===== config.mk =====
export PLATFORM = sky130hd
export DESIGN_NAME = sdram_arbiter_flat
export DESIGN_NICKNAME = d
export VERILOG_FILES = /design/src/rtl/sdram_arbiter_if.sv /design/src/rtl/sdram_arbiter.sv /design/src/flat_wrapper.sv
export SDC_FILE = /design/constraint.sdc
export NUM_CORES = 1
export LEC_CHECK = 0
export ABC_AREA = 0
export BUFFER_PORTS_ARGS = -buffer_cell sky130_fd_sc_hd__buf_2
export CORE_MARGIN = 2
export CORE_UTILIZATION = 59
export CTS_BUF_LIST = sky130_fd_sc_hd__clkbuf_8
export CTS_CLUSTER_SIZE = 24
export DETAILED_ROUTE_END_ITERATION = 7
export GPL_TIMING_DRIVEN = 0
export HOLD_SLACK_MARGIN = 0.12
export PLACE_DENSITY_LB_ADDON = 0.12
export SYNTH_ARGS = -nofsm -noshare
export SYNTH_HDL_FRONTEND = slang
export SYNTH_SLANG_ARGS = --single-unit
export TNS_END_PERCENT = 50

===== constraint.sdc =====
create_clock -name clk -period 11.4 [get_ports clk]
set_input_delay 2.28 -clock clk [delete_from_list [all_inputs] [get_ports clk]]
set_output_delay 2.28 -clock clk [all_outputs]
set_load 0.005 [all_outputs]

===== src/rtl/sdram_arbiter_if.sv =====
// Bundle of the three requester ports and the single SDRAM controller port
// that sdram_arbiter sits between.
interface sdram_arbiter_if #(
    parameter int unsigned ADDR_BITS = 22
);
    logic [2:0]                    req;
    logic [2:0]                    we;
    logic [2:0][ADDR_BITS-1:0]     address;
    logic [2:0][15:0]              data_write;
    logic [2:0][1:0]               wm;
    logic [2:0]                    ack;
    logic [15:0]                   data_read;
    logic [2:0]                    err;

    logic                          mem_req;
    logic                          mem_we;
    logic [ADDR_BITS-1:0]          mem_address;
    logic [15:0]                   mem_data_write;
    logic [1:0]                    mem_wm;
    logic                          mem_ack;
    logic [15:0]                   mem_data_read;

    // Arbiter side
    modport slave (
        input  req, we, address, data_write, wm, mem_ack, mem_data_read,
        output ack, data_read, err, mem_req, mem_we, mem_address, mem_data_write, mem_wm
    );

    // Requester / controller side
    modport master (
        output req, we, address, data_write, wm, mem_ack, mem_data_read,
        input  ack, data_read, err, mem_req, mem_we, mem_address, mem_data_write, mem_wm
    );
endinterface


===== src/rtl/sdram_arbiter.sv =====
// Serialises CHR (0), PRG (1) and loader (2) command pulses onto one SDRAM
// controller handshake; port 0 has fixed priority, ports 1/2 round-robin.
module sdram_arbiter #(
    parameter int unsigned ADDR_BITS = 22
) (
    input  logic           clk,
    input  logic           reset,
    sdram_arbiter_if.slave bus
);
    localparam int unsigned NPORTS = 3;

    typedef enum logic {S_IDLE, S_WAIT} state_t;

    state_t                            state, state_n;
    logic [NPORTS-1:0]                 pending;
    logic [NPORTS-1:0]                 cmd_we;
    logic [NPORTS-1:0][ADDR_BITS-1:0]  cmd_address;
    logic [NPORTS-1:0][15:0]           cmd_data_write;
    logic [NPORTS-1:0][1:0]            cmd_wm;
    logic [1:0]                        grant, grant_n;
    logic                              rr_favor2;
    logic                              issue, done;

    // Next state and grant selection
    always_comb begin
        state_n = state;
        grant_n = grant;
        issue   = 1'b0;
        done    = 1'b0;
        case (state)
            S_IDLE: begin
                if (|pending) begin
                    issue   = 1'b1;
                    state_n = S_WAIT;
                    if (pending[0])
                        grant_n = 2'd0;
                    else if (pending[1] && (!pending[2] || !rr_favor2))
                        grant_n = 2'd1;
                    else
                        grant_n = 2'd2;
                end
            end
            S_WAIT: begin
                if (bus.mem_ack) begin
                    done    = 1'b1;
                    state_n = S_IDLE;
                end
            end
            default: state_n = S_IDLE;
        endcase
    end

    always_ff @(posedge clk or posedge reset) begin
        if (reset) state <= S_IDLE;
        else       state <= state_n;
    end

    // Command capture, controller command fields and completion
    always_ff @(posedge clk or posedge reset) begin
        if (reset) begin
            pending            <= '0;
            cmd_we             <= '0;
            cmd_address        <= '0;
            cmd_data_write     <= '0;
            cmd_wm             <= '0;
            grant              <= 2'd0;
            rr_favor2          <= 1'b0;
            bus.err            <= '0;
            bus.ack            <= '0;
            bus.data_read      <= 16'h0000;
            bus.mem_req        <= 1'b0;
            bus.mem_we         <= 1'b0;
            bus.mem_address    <= '0;
            bus.mem_data_write <= 16'h0000;
            bus.mem_wm         <= 2'b00;
        end else begin
            bus.ack     <= '0;
            bus.mem_req <= 1'b0;

            // A port that is still queued or on the bus cannot take another command
            for (int i = 0; i < NPORTS; i++) begin
                if (bus.req[i]) begin
                    if (pending[i] || (state == S_WAIT && grant == 2'(i))) begin
                        bus.err[i] <= 1'b1;
                    end else begin
                        pending[i]        <= 1'b1;
                        cmd_we[i]         <= bus.we[i];
                        cmd_address[i]    <= bus.address[i];
                        cmd_data_write[i] <= bus.data_write[i];
                        cmd_wm[i]         <= bus.wm[i];
                    end
                end
            end

            if (issue) begin
                grant              <= grant_n;
                pending[grant_n]   <= 1'b0;
                bus.mem_req        <= 1'b1;
                bus.mem_we         <= cmd_we[grant_n];
                bus.mem_address    <= cmd_address[grant_n];
                bus.mem_data_write <= cmd_data_write[grant_n];
                bus.mem_wm         <= cmd_wm[grant_n];
                if (grant_n == 2'd1)
                    rr_favor2 <= 1'b1;
                else if (grant_n == 2'd2)
                    rr_favor2 <= 1'b0;
            end

            if (done) begin
                bus.ack[grant] <= 1'b1;
                if (!bus.mem_we)
                    bus.data_read <= bus.mem_data_read;
            end
        end
    end
endmodule


===== src/flat_wrapper.sv =====
// flat-port wrapper written by rule: the top's interface ports become plain ports
module sdram_arbiter_flat 
#(
    parameter int unsigned ADDR_BITS = 22
)
  (clk, reset, bus_req, bus_we, bus_address, bus_data_write, bus_wm, bus_mem_ack, bus_mem_data_read, bus_ack, bus_data_read, bus_err, bus_mem_req, bus_mem_we, bus_mem_address, bus_mem_data_write, bus_mem_wm);
  sdram_arbiter_if #(.ADDR_BITS(ADDR_BITS)) bus_i ();
  input  logic clk;
  input  logic reset;
  input wire logic [$bits(bus_i.req)-1:0] bus_req;
  input wire logic [$bits(bus_i.we)-1:0] bus_we;
  input wire logic [$bits(bus_i.address)-1:0] bus_address;
  input wire logic [$bits(bus_i.data_write)-1:0] bus_data_write;
  input wire logic [$bits(bus_i.wm)-1:0] bus_wm;
  input wire logic [$bits(bus_i.mem_ack)-1:0] bus_mem_ack;
  input wire logic [$bits(bus_i.mem_data_read)-1:0] bus_mem_data_read;
  output wire logic [$bits(bus_i.ack)-1:0] bus_ack;
  output wire logic [$bits(bus_i.data_read)-1:0] bus_data_read;
  output wire logic [$bits(bus_i.err)-1:0] bus_err;
  output wire logic [$bits(bus_i.mem_req)-1:0] bus_mem_req;
  output wire logic [$bits(bus_i.mem_we)-1:0] bus_mem_we;
  output wire logic [$bits(bus_i.mem_address)-1:0] bus_mem_address;
  output wire logic [$bits(bus_i.mem_data_write)-1:0] bus_mem_data_write;
  output wire logic [$bits(bus_i.mem_wm)-1:0] bus_mem_wm;
  assign bus_i.req = bus_req;
  assign bus_i.we = bus_we;
  assign bus_i.address = bus_address;
  assign bus_i.data_write = bus_data_write;
  assign bus_i.wm = bus_wm;
  assign bus_i.mem_ack = bus_mem_ack;
  assign bus_i.mem_data_read = bus_mem_data_read;
  assign bus_ack = bus_i.ack;
  assign bus_data_read = bus_i.data_read;
  assign bus_err = bus_i.err;
  assign bus_mem_req = bus_i.mem_req;
  assign bus_mem_we = bus_i.mem_we;
  assign bus_mem_address = bus_i.mem_address;
  assign bus_mem_data_write = bus_i.mem_data_write;
  assign bus_mem_wm = bus_i.mem_wm;
  sdram_arbiter #(.ADDR_BITS(ADDR_BITS)) u_core (.clk(clk), .reset(reset), .bus(bus_i));
endmodule

==> implementation parameters <==
Parameter                              Value

Global route
  Pin count of the biggest net entering global routing ... 104
  Number of antenna violations at the first check in global routing ... 0
  Number of global-route vias before repair ... 5,671
  Total Routing Usage GR ... ~26%
  First-pass GRT wire length ... between 20,000 and 30,000 microns
  Overall overflow remaining after global route ... 0

CTS
  Cts-stage hold buffer count ... 0
  CTS tree ... done
  Clock transition at path regs ... 0.08 ns
  Maximum clock path buffer count ... 2
  Clock insertion delay at the later pin of the skew report ... 0.45 ns
  Number of gates resized after CTS ... 0
  Buffer type at the clock tree root ... sky130_fd_sc_hd__clkbuf_8
  Num CTS Buffers ... 17
  Number of H-tree levels ... 4
  Clock sinks ... ~190
  Setup bufs post-CTS ... 0

STA
  Post-route setup TNS ... 0 ns
  Actual slew at the worst max-slew pin ... 0.608 ns
  Final Critical Period ... 3.28 ns
  F_max ... 0.305 GHz
  Finish-stage setup viols ... 0
  Final number of hold-violating endpoints ... 0
  RSZ-0062 raised after global routing ... false
  Relative slew margins ... 59.5%
  Final Max Tran Viols ... 0
  Final critical-path share of the clock period ... 28.8%
  Post-route clock skew ... 0.00936 ns

Cells and area
  Area of the multi-input gates ... 2820 sq um
  Area growth from synthesis to layout ... 22.6%
  Register area ... 4850 sq um
  Final design area excluding fillers ... 9790 sq um
  Fraction of layout cells with a size suffix above 1 ... 48.1%
  Layout filler cell count ... between 900 and 1k
  Ant. Diodes ... 0
  Final-stage net count ... 928

Synth
  Summed instance area of the synthesized netlist ... 7990 sq um
  Count of synthesis-stage warnings from yosys ... 0
  Number of nets produced by synthesis ... 700
  Count of distinct cell types in the synthesized netlist ... 34
  Flops & latches, synth ... around 190
  Sequential area share after synthesis ... about 60%
  Count of mapped cells out of synthesis ... about 560
  Synthesized area per cell ... 14.4 sq um

Routing
  Routed wire length ... 17,600 microns
  Number of vias in the routed layout ... roughly 5.3k
  Number of nets still failing antenna checks after routing ... 0
  Iteration-0 DRC count of the detailed router ... 301
  First-pass detailed-route iteration total ... 5
  Average wire per standard cell ... 18.1 microns
  Via density per instance ... 5.45
  Number of remaining DRC errors ... 0

Floorplanning
  Height of the chip ... 120 microns
  Die area ... approximately 14,000 sq um
  Initial core utilization ... between 60% and 70%
  Top Ports ... 209
  Total core area ... 13,200 sq um
  Number of rows in the core area ... 42
  Width of the die ... roughly 120 microns

Critical path
  Data arrival time of the critical path ... 1.00 ns
  Gate family responsible for the most delay along the worst path ... flip-flops
  Element type at the critical path end ... output port
  Worst Path Required ... 9.12 ns
  Critical path peak fanout ... 3
  Critical-path cell list ... buf_2
  Slowest cell on crit path ... sky130_fd_sc_hd__dfrtp_1
  Reg-to-Reg Start ... u_core.pending[1]$_DFF_PP0_
  Critical path class ... reg2out
  Timing startpoint of the critical path ... u_core.bus.mem_we$_DFFE_PP0P_
  Startpoint type of the worst setup path ... flip-flop
  Buf+Inv Stages, Crit Path ... 1
  Largest stage delay, worst path ... 0.41 ns

Power and ir drop
  Power density over the cells ... 279 nW/um^2
  Static Leak ... 4.77 nW
  Total power of the final layout ... roughly 2.7 mW
  Max rail drop VDD ... 0.144 mV

Placed design
  Routability-driven placement congestion ratio ... 0.783
  HPWL Detailed ... between 10,000 and 15,000 microns
  Number of I/O port buffers ... 208
  Cell area after placement ... 9290 sq um

Worst hold path
  Worst hold start ... u_core.bus.err[0]$_DFFE_PP0P_
  Class of the worst hold path ... reg2reg

Run
  Max-capacitance violation count ... 0

Outcome
  Run status ... complete, no violations
[report_power, final]
group	internal, mW	switching, mW
registers	1.03	0.175
clock network	0.320	0.223
logic	0.533	0.455
total	1.88	0.852
[final cells by class]
cell class                      count  area share [%]
Sequential cell                   194            49.6
Multi-Input combinational cell    317            28.8
Timing Repair Buffer              209            10.9
Buffer                             36            2.88
Clock buffer                       20            2.81
Clock inverter                     11            2.36
Tap cell                          176            2.25
Inverter                            8           0.383
[cells by family (layout without fill, tap and decap cells)]
family          after synthesis  count (layout)  share of synthesized area, %
flops                       194             194                          60.8
buf+inv                      44             284                          3.90
mux                         181             181                          24.9
compound gates              104             104                          8.41
simple gates                 32              32                          2.07
[path summary, 6_finish.rpt]
check	slack, ns	end	cells past startpoint
max	8.12	bus_mem_we	1
min reg2reg	0.49	u_core.bus.err[0]$_DFFE_PP0P_	1
max reg2reg	9.59	u_core.bus.mem_data_write[2]$_DFFE_PP0P_	6
max in group asynchronous	8.57	u_core.cmd_data_write[31]$_DFFE_PP0P_	3
min in group asynchronous	1.92	u_core.cmd_data_write[17]$_DFFE_PP0P_	2
min	0.49	u_core.bus.err[0]$_DFFE_PP0P_	1
[worst reg2reg max path, cell delays in order, from the launching register on]
cell	delay, ns
sky130_fd_sc_hd__dfrtp_1	0.37
sky130_fd_sc_hd__buf_4	0.16
sky130_fd_sc_hd__a21oi_2	0.34
sky130_fd_sc_hd__or2_1	0.15
sky130_fd_sc_hd__buf_2	0.25
sky130_fd_sc_hd__clkbuf_2	0.28
sky130_fd_sc_hd__o21ai_0	0.13
[metal layers]
metal	up-vias	wire, microns	GRT usage [%]
li1	2459	-	-
met5	-	0	0
met2	157	9090	43.6
met1	2662	7070	32.6
met4	0	227	8.87
met3	18	1220	6.70
[through the flow]
stage | utilization, % | setup WS [ns] | hold WS, ns | cells
floorplan | - | 3.84 | 0.458 | 555
global placement | 69.9 | 2.16 | 0.450 | 939
detailed placement | 70.1 | 7.96 | 0.463 | 940
CTS | 73.9 | 8.09 | 0.484 | 971
global route | 73.9 | 8.05 | 0.505 | 971
finish | 73.9 | 8.12 | 0.485 | 971
[Yosys cell counts]
cell type                  number  area [sq um]
sky130_fd_sc_hd__buf_2          9          45.0
sky130_fd_sc_hd__nand2_2        1          6.26
sky130_fd_sc_hd__a21oi_2        2          17.5
sky130_fd_sc_hd__clkbuf_2       3          15.0
sky130_fd_sc_hd__o21bai_1       2          15.0
sky130_fd_sc_hd__nand2b_2       1          8.76
sky130_fd_sc_hd__inv_1          7          26.3
sky130_fd_sc_hd__mux2i_1       42           420
sky130_fd_sc_hd__nand2_1        8          30.0
sky130_fd_sc_hd__dfrtp_1      194          4850
sky130_fd_sc_hd__nor2_2         1          6.26
sky130_fd_sc_hd__o21a_1         1          7.51
sky130_fd_sc_hd__a31oi_2        1          12.5
sky130_fd_sc_hd__o21ai_1       13          65.1
sky130_fd_sc_hd__mux2_2       100          1130
sky130_fd_sc_hd__or2_1          3          18.8
sky130_fd_sc_hd__a21o_1         5          37.5
sky130_fd_sc_hd__a22oi_1       37           278
sky130_fd_sc_hd__nor2_1         6          22.5
sky130_fd_sc_hd__mux2_1        39           439
sky130_fd_sc_hd__clkbuf_1       2          7.51
sky130_fd_sc_hd__nor2b_1        2          12.5
sky130_fd_sc_hd__and2_1         2          12.5
sky130_fd_sc_hd__inv_2          1          3.75
sky130_fd_sc_hd__o21ai_0       25           125
sky130_fd_sc_hd__and3_1         1          6.26
sky130_fd_sc_hd__nand2b_1       5          31.3
sky130_fd_sc_hd__nor3_1         2          10.0
sky130_fd_sc_hd__o22ai_1        4          25.0
sky130_fd_sc_hd__buf_6         13           146
sky130_fd_sc_hd__a31oi_1        2          12.5
sky130_fd_sc_hd__buf_4          9          67.6
sky130_fd_sc_hd__a21oi_1       11          55.1
sky130_fd_sc_hd__o211ai_4       1          21.3
[placed cells by master (no fill, tap or decap), types with 2 or more instances in the layout]
| cell | instances |
|---|---|
| sky130_fd_sc_hd__a22oi_1 | 37 |
| sky130_fd_sc_hd__clkbuf_8 | 20 |
| sky130_fd_sc_hd__a21oi_2 | 2 |
| sky130_fd_sc_hd__bufinv_16 | 7 |
| sky130_fd_sc_hd__o21ai_0 | 25 |
| sky130_fd_sc_hd__inv_1 | 7 |
| sky130_fd_sc_hd__a31oi_1 | 2 |
| sky130_fd_sc_hd__nor2_1 | 6 |
| sky130_fd_sc_hd__buf_2 | 217 |
| sky130_fd_sc_hd__mux2_2 | 100 |
| sky130_fd_sc_hd__o21bai_1 | 2 |
| sky130_fd_sc_hd__clkbuf_2 | 3 |
| sky130_fd_sc_hd__and2_1 | 2 |
| sky130_fd_sc_hd__buf_4 | 9 |
| sky130_fd_sc_hd__nor2b_1 | 2 |
| sky130_fd_sc_hd__buf_6 | 13 |
| sky130_fd_sc_hd__nor3_1 | 2 |
| sky130_fd_sc_hd__nand2_1 | 8 |
| sky130_fd_sc_hd__clkbuf_1 | 2 |
| sky130_fd_sc_hd__dfrtp_1 | 194 |
| sky130_fd_sc_hd__mux2_1 | 39 |
| sky130_fd_sc_hd__a21o_1 | 5 |
| sky130_fd_sc_hd__mux2i_1 | 42 |
| sky130_fd_sc_hd__clkinv_2 | 2 |
| sky130_fd_sc_hd__a21oi_1 | 11 |
| sky130_fd_sc_hd__o22ai_1 | 4 |
| sky130_fd_sc_hd__nand2b_1 | 5 |
| sky130_fd_sc_hd__o21ai_1 | 13 |
| sky130_fd_sc_hd__or2_1 | 3 |
[state kept, by name (all words and copies together), names as in the netlist]
name                       cells
u_core.state                   1
u_core.bus.mem_req             1
u_core.bus.mem_wm              2
u_core.bus.mem_data_write     16
u_core.cmd_data_write         48
u_core.rr_favor2               1
u_core.bus.data_read          16
u_core.cmd_we                  3
u_core.bus.err                 3
u_core.bus.mem_address        22
u_core.bus.ack                 3
u_core.grant                   2
u_core.cmd_wm                  6
u_core.bus.mem_we              1
u_core.pending                 3
u_core.cmd_address            66
Note: power is estimated with default switching activity, not from simulation.
